**src/rtl/mem_arb_pkg.sv**
```systemverilog
// Shared types and constants for the simulation RAM arbiter.
// Port indices are sized for the largest supported requester count.
package mem_arb_pkg;

  localparam int MAX_NPORT = 4;
  localparam int AW        = 16;
  localparam int DW        = 16;
  localparam int IW        = $clog2(MAX_NPORT);

  typedef logic [IW-1:0] idx_t;

  typedef enum logic [0:0] {
    ST_RR     = 1'b0,
    ST_LOCKED = 1'b1
  } state_e;

  function automatic idx_t wrap_inc(idx_t i, int n);
    return (int'(i) >= n - 1) ? '0 : idx_t'(int'(i) + 1);
  endfunction

endpackage

```
**src/rtl/mem_arbiter_rr_pick.sv**
```systemverilog
// Combinational round-robin picker: first requester at or after ptr.
// Produces a one-hot grant, the winner index and an any-grant flag.
module rr_pick
  import mem_arb_pkg::*;
#(
  parameter int N = 2
) (
  input  logic [N-1:0] req,
  input  idx_t         ptr,
  output logic [N-1:0] gnt,
  output idx_t         idx,
  output logic         any
);

  always_comb begin
    gnt = '0;
    idx = '0;
    any = 1'b0;
    for (int k = 0; k < N; k++) begin
      for (int j = 0; j < N; j++) begin
        if (!any && req[j] &&
            j == (int'(ptr) + k) % N) begin
          any    = 1'b1;
          gnt[j] = 1'b1;
          idx    = idx_t'(j);
        end
      end
    end
  end

endmodule

```
**src/rtl/mem_arbiter.sv**
```systemverilog
// Round-robin arbiter with lock, sharing one simram port pair
// among NPORT requesters; read data returns one cycle after grant.
module mem_arbiter
  import mem_arb_pkg::*;
#(
  parameter int NPORT = 2
) (
  input  logic                      clk,
  input  logic                      reset_n,
  input  logic [NPORT-1:0]          req,
  input  logic [NPORT-1:0]          lock,
  input  logic [NPORT-1:0]          wr,
  input  logic [NPORT-1:0][AW-1:0]  addr,
  input  logic [NPORT-1:0][DW-1:0]  wdata,
  output logic [NPORT-1:0]          gnt,
  output logic [NPORT-1:0]          rvalid,
  output logic [DW-1:0]             rdata,
  output logic [AW-1:0]             mem_waddr,
  output logic [DW-1:0]             mem_wdata,
  output logic                      mem_we,
  output logic [AW-1:0]             mem_raddr,
  output logic                      mem_re,
  input  logic [DW-1:0]             mem_rdata
);

  state_e state;
  idx_t   owner;
  idx_t   rr_ptr;
  logic   tag_v;
  idx_t   tag_idx;

  logic [NPORT-1:0] own_oh;
  logic [NPORT-1:0] pick_req;
  logic [NPORT-1:0] pick_gnt;
  idx_t             pick_ptr;
  idx_t             pick_idx;
  logic             pick_any;
  logic             hold;
  logic             issue;
  logic             win_wr;
  logic             win_lock;
  logic [AW-1:0]    win_addr;
  logic [DW-1:0]    win_wdata;

  always_comb begin
    own_oh = '0;
    for (int j = 0; j < NPORT; j++) begin
      own_oh[j] = (owner == idx_t'(j));
    end
  end

  // A requesting owner masks everyone else; otherwise arbitrate from owner+1.
  assign hold     = (state == ST_LOCKED) && |(own_oh & req);
  assign pick_req = hold ? own_oh : req;
  assign pick_ptr = (state == ST_LOCKED) ?
                    wrap_inc(owner, NPORT) : rr_ptr;

  rr_pick #(
    .N(NPORT)
  ) u_pick (
    .req(pick_req),
    .ptr(pick_ptr),
    .gnt(pick_gnt),
    .idx(pick_idx),
    .any(pick_any)
  );

  assign issue = pick_any & reset_n;
  assign gnt   = issue ? pick_gnt : '0;

  always_comb begin
    win_wr    = 1'b0;
    win_lock  = 1'b0;
    win_addr  = '0;
    win_wdata = '0;
    for (int j = 0; j < NPORT; j++) begin
      if (pick_gnt[j]) begin
        win_wr    = wr[j];
        win_lock  = lock[j];
        win_addr  = addr[j];
        win_wdata = wdata[j];
      end
    end
  end

  assign mem_we    = issue & win_wr;
  assign mem_re    = issue & ~win_wr;
  assign mem_waddr = mem_we ? win_addr : '0;
  assign mem_wdata = mem_we ? win_wdata : '0;
  assign mem_raddr = mem_re ? win_addr : '0;

  always_ff @(posedge clk or negedge reset_n) begin
    if (!reset_n) begin
      state  <= ST_RR;
      owner  <= '0;
      rr_ptr <= '0;
    end else if (pick_any) begin
      rr_ptr <= wrap_inc(pick_idx, NPORT);
      owner  <= pick_idx;
      state  <= win_lock ? ST_LOCKED : ST_RR;
    end else if (state == ST_LOCKED) begin
      rr_ptr <= wrap_inc(owner, NPORT);
      state  <= ST_RR;
    end
  end

  always_ff @(posedge clk or negedge reset_n) begin
    if (!reset_n) begin
      tag_v   <= 1'b0;
      tag_idx <= '0;
    end else begin
      tag_v <= mem_re;
      if (mem_re) begin
        tag_idx <= pick_idx;
      end
    end
  end

  always_comb begin
    rvalid = '0;
    for (int j = 0; j < NPORT; j++) begin
      rvalid[j] = tag_v && (tag_idx == idx_t'(j));
    end
  end

  assign rdata = mem_rdata;

endmodule

```
**config.mk**
```make
export PLATFORM = sky130hd
export DESIGN_NAME = mem_arbiter
export DESIGN_NICKNAME = d
export VERILOG_FILES = /design/src/rtl/mem_arb_pkg.sv /design/src/rtl/mem_arbiter_rr_pick.sv /design/src/rtl/mem_arbiter.sv
export SDC_FILE = /design/constraint.sdc
export NUM_CORES = 1
export LEC_CHECK = 0
export ABC_AREA = 1
export CAP_MARGIN = 25
export CELL_PAD_IN_SITES_DETAIL_PLACEMENT = 1
export CELL_PAD_IN_SITES_GLOBAL_PLACEMENT = 1
export CORE_MARGIN = 1.5
export CORE_UTILIZATION = 17
export CTS_CLUSTER_SIZE = 40
export DETAILED_ROUTE_END_ITERATION = 7
export GPL_TIMING_DRIVEN = 1
export PLACE_DENSITY = 0.91
export REMOVE_ABC_BUFFERS = 1
export SYNTH_ARGS = -nofsm -noshare
export SYNTH_HDL_FRONTEND = slang
export SYNTH_SLANG_ARGS = --single-unit
```
**constraint.sdc**
```tcl
create_clock -name clk -period 4.3 [get_ports clk]
set_input_delay 0.645 -clock clk [delete_from_list [all_inputs] [get_ports clk]]
set_output_delay 0.645 -clock clk [all_outputs]
set_load 0.01 [all_outputs]
```
==> results_dict.tcl <==
set metrics [dict create \
    multiInputGateArea_sq_um 858 \
    path_clk_slew_ns 0.04 \
    root_buffer "clkbuf_8" \
    setup_tns_ns 0 \
    drv_cap 0 \
    grt_max_degree 35 \
    arrival_ns 2.96 \
    fmax_ghz 0.277 \
    crit_type "input pin to output port" \
    yosysSeqAreaShare_pct 9.13 \
    hp-class "register to register" \
    die-area_sq_um 8610 \
    cts_tree "built" \
    startpoint "req[1]" \
    core_sq_um 7770 \
    postRouteAntennaNets 0 \
    hold_buffers 0 \
    peakVddDrop_mv 0.0737 \
    rows 32 \
    p_leak_nw 1.17 \
    rr_startpoint "state" \
    place_inst 454 \
    viasPerCell 4.40 \
    die_x_um 92.8 \
    synthDistinctLibCells 18 \
    crit_path_start_kind "input pin" \
    fp.dieH_um 92.8 \
    timing_hold_violations_final 0 \
    grt_antenna_before_repair 0 \
    fin_crit_ns 3.61 \
    gp_congestion 0.739 \
    drive_gt1_share_pct 12.9 \
    post_cts_buffers 0 \
    avgSynthCellArea_sq_um 5.39 \
    power_density_nw_per_um2 208 \
    clockBufferDepth 2 \
    wl_mm 6.74 \
    setup_viol 0 \
    worstSetupEndpointType "output port" \
    io_pins 158 \
    post-route-period-util_pct 83.9 \
    worst_pin_slew_ns 0.493 \
    cts.sinks 5 \
    start_util_pct 17.6 \
    maxSlewHeadroom_pct 67.0 \
    drc 0 \
    grtUsageTotal_pct 15.1 \
    rsz0062_at_grt "no" \
    vias 2016 \
    ctsHtreeMaxLevel 1 \
    hold_start "tag_idx[0]" \
    skew_ns 0.00327 \
    required_ns 3.65 \
    synthCells 254 \
    ff_latch_area_sq_um 125 \
    status "finished clean" \
    post_cts_resized 0 \
    maxSlewViolCount 0 \
    syn_to_final_growth_pct 91.1 \
    wire_per_inst_um 14.7 \
    hpwlAfterDp_mm 5.03 \
    clock_latency_ns 0.23 \
    final_cell_count_no_fill 458 \
    grt_pass1_wl_mm 10.4 \
    crit_fanout 18 \
    drt-initial-drc-count 36 \
    yosysWarnings 0 \
    num_antenna_cells 0 \
    port_buffers 125 \
    nNetsFinal 445 \
    fillers 996 \
    syn-cell-area_sq_um 1370 \
    first_pass_iters 4 \
    numCtsBuffers 3 \
    overflow 0 \
    first_global_vias 2183 \
    synth-seq-cells 5 \
]
[worst max-delay path, stage by stage]
cell and delay, ns:
clkdlybuf4s50_1 0.46, nand3_1 0.14, nand2_1 0.13, a21oi_2 0.28
nand2_2 0.34, buf_12 0.28, nor2_1 0.12, clkdlybuf4s50_1 0.56
[cell usage in the layout (no fill, tap or decap), types with 2 or more instances in the layout]
cell / count
buf_4: 4
nand2_1: 42
nor2_1: 28
o21ai_0: 2
inv_1: 39
nor2_2: 28
clkbuf_8: 3
clkdlybuf4s50_1: 125
nand3_1: 65
dfrtp_1: 5
inv_2: 3
nand3_2: 4
[path summary, 6_finish.rpt]
path | end | slack [ns] | cells past startpoint
min reg2reg | tag_idx[0] | 0.58 | 2
max reg2reg | tag_idx[0] | 2.56 | 8
min in group asynchronous | state | 0.66 | 1
max | mem_wdata[5] | 0.69 | 8
min | tag_idx[0] | 0.58 | 2
max in group asynchronous | tag_v | 3.43 | 1
[cells in the mapped netlist (all sizes together)]
| cell | number | share of area, % |
|---|---|---|
| a21oi | 1 | 0.64 |
| inv | 42 | 12 |
| nor2 | 56 | 20 |
| dfrtp | 5 | 9.1 |
| nand3 | 70 | 28 |
| nand2 | 43 | 12 |
| clkinv | 1 | 0.27 |
| o21ai | 3 | 1.1 |
| buf | 32 | 16 |
| nand3b | 1 | 0.55 |
[flip-flops by register name, summed over array words and instances (netlist names)]
signal,count
state,1
owner,1
tag_v,1
rr_ptr,1
tag_idx,1
[per-layer routing]
metal / up-vias / track usage (%) / wire length [um]
met5: - / 0 / 0
met1: 924 / 16.2 / 2710
met4: 0 / 5.05 / 108
met2: 111 / 28.3 / 3370
met3: 12 / 4.02 / 551
li1: 969 / - / -
[cells by family (layout without fill, tap and decap cells)]
kind of cell	count (synthesis)	count (layout)	synth area share, %
DFF	5	5	9.13
AOI/OAI and AO/OA	4	4	1.73
and+or+nand+nor	170	170	60.9
buffers and inverters	75	177	28.2
[power by group]
part / internal, W / switching, W / total [W]
Combinational: 0.000175 / 0.000211 / 0.000386
Sequential: 0.0000573 / 0.00000813 / 0.0000654
Clock: 0.0000640 / 0.0000279 / 0.0000919
[area by class of cell]
class / count / area share (%)
flip-flops and latches: 5 / 4.78
inverters: 43 / 6.16
multi-input cells: 174 / 32.8
clock buffers: 4 / 1.72
well taps: 102 / 4.87
repair buffers: 130 / 49.7
[metrics by stage]
stage	instance area, sq um	util [%]	total power (W)	hold slack, ns	setup WS [ns]
global placement	2570	33.1	0.000445	0.491	0.752
global route	2620	33.7	0.000591	0.602	0.556
floorplan	1140	-	0.000255	0.349	1.58
finish	2620	33.7	0.000544	0.579	0.691
detailed placement	2570	33.1	0.000458	0.527	0.692
CTS	2620	33.7	0.000554	0.574	0.657
Power figures use the tool's default switching activity.
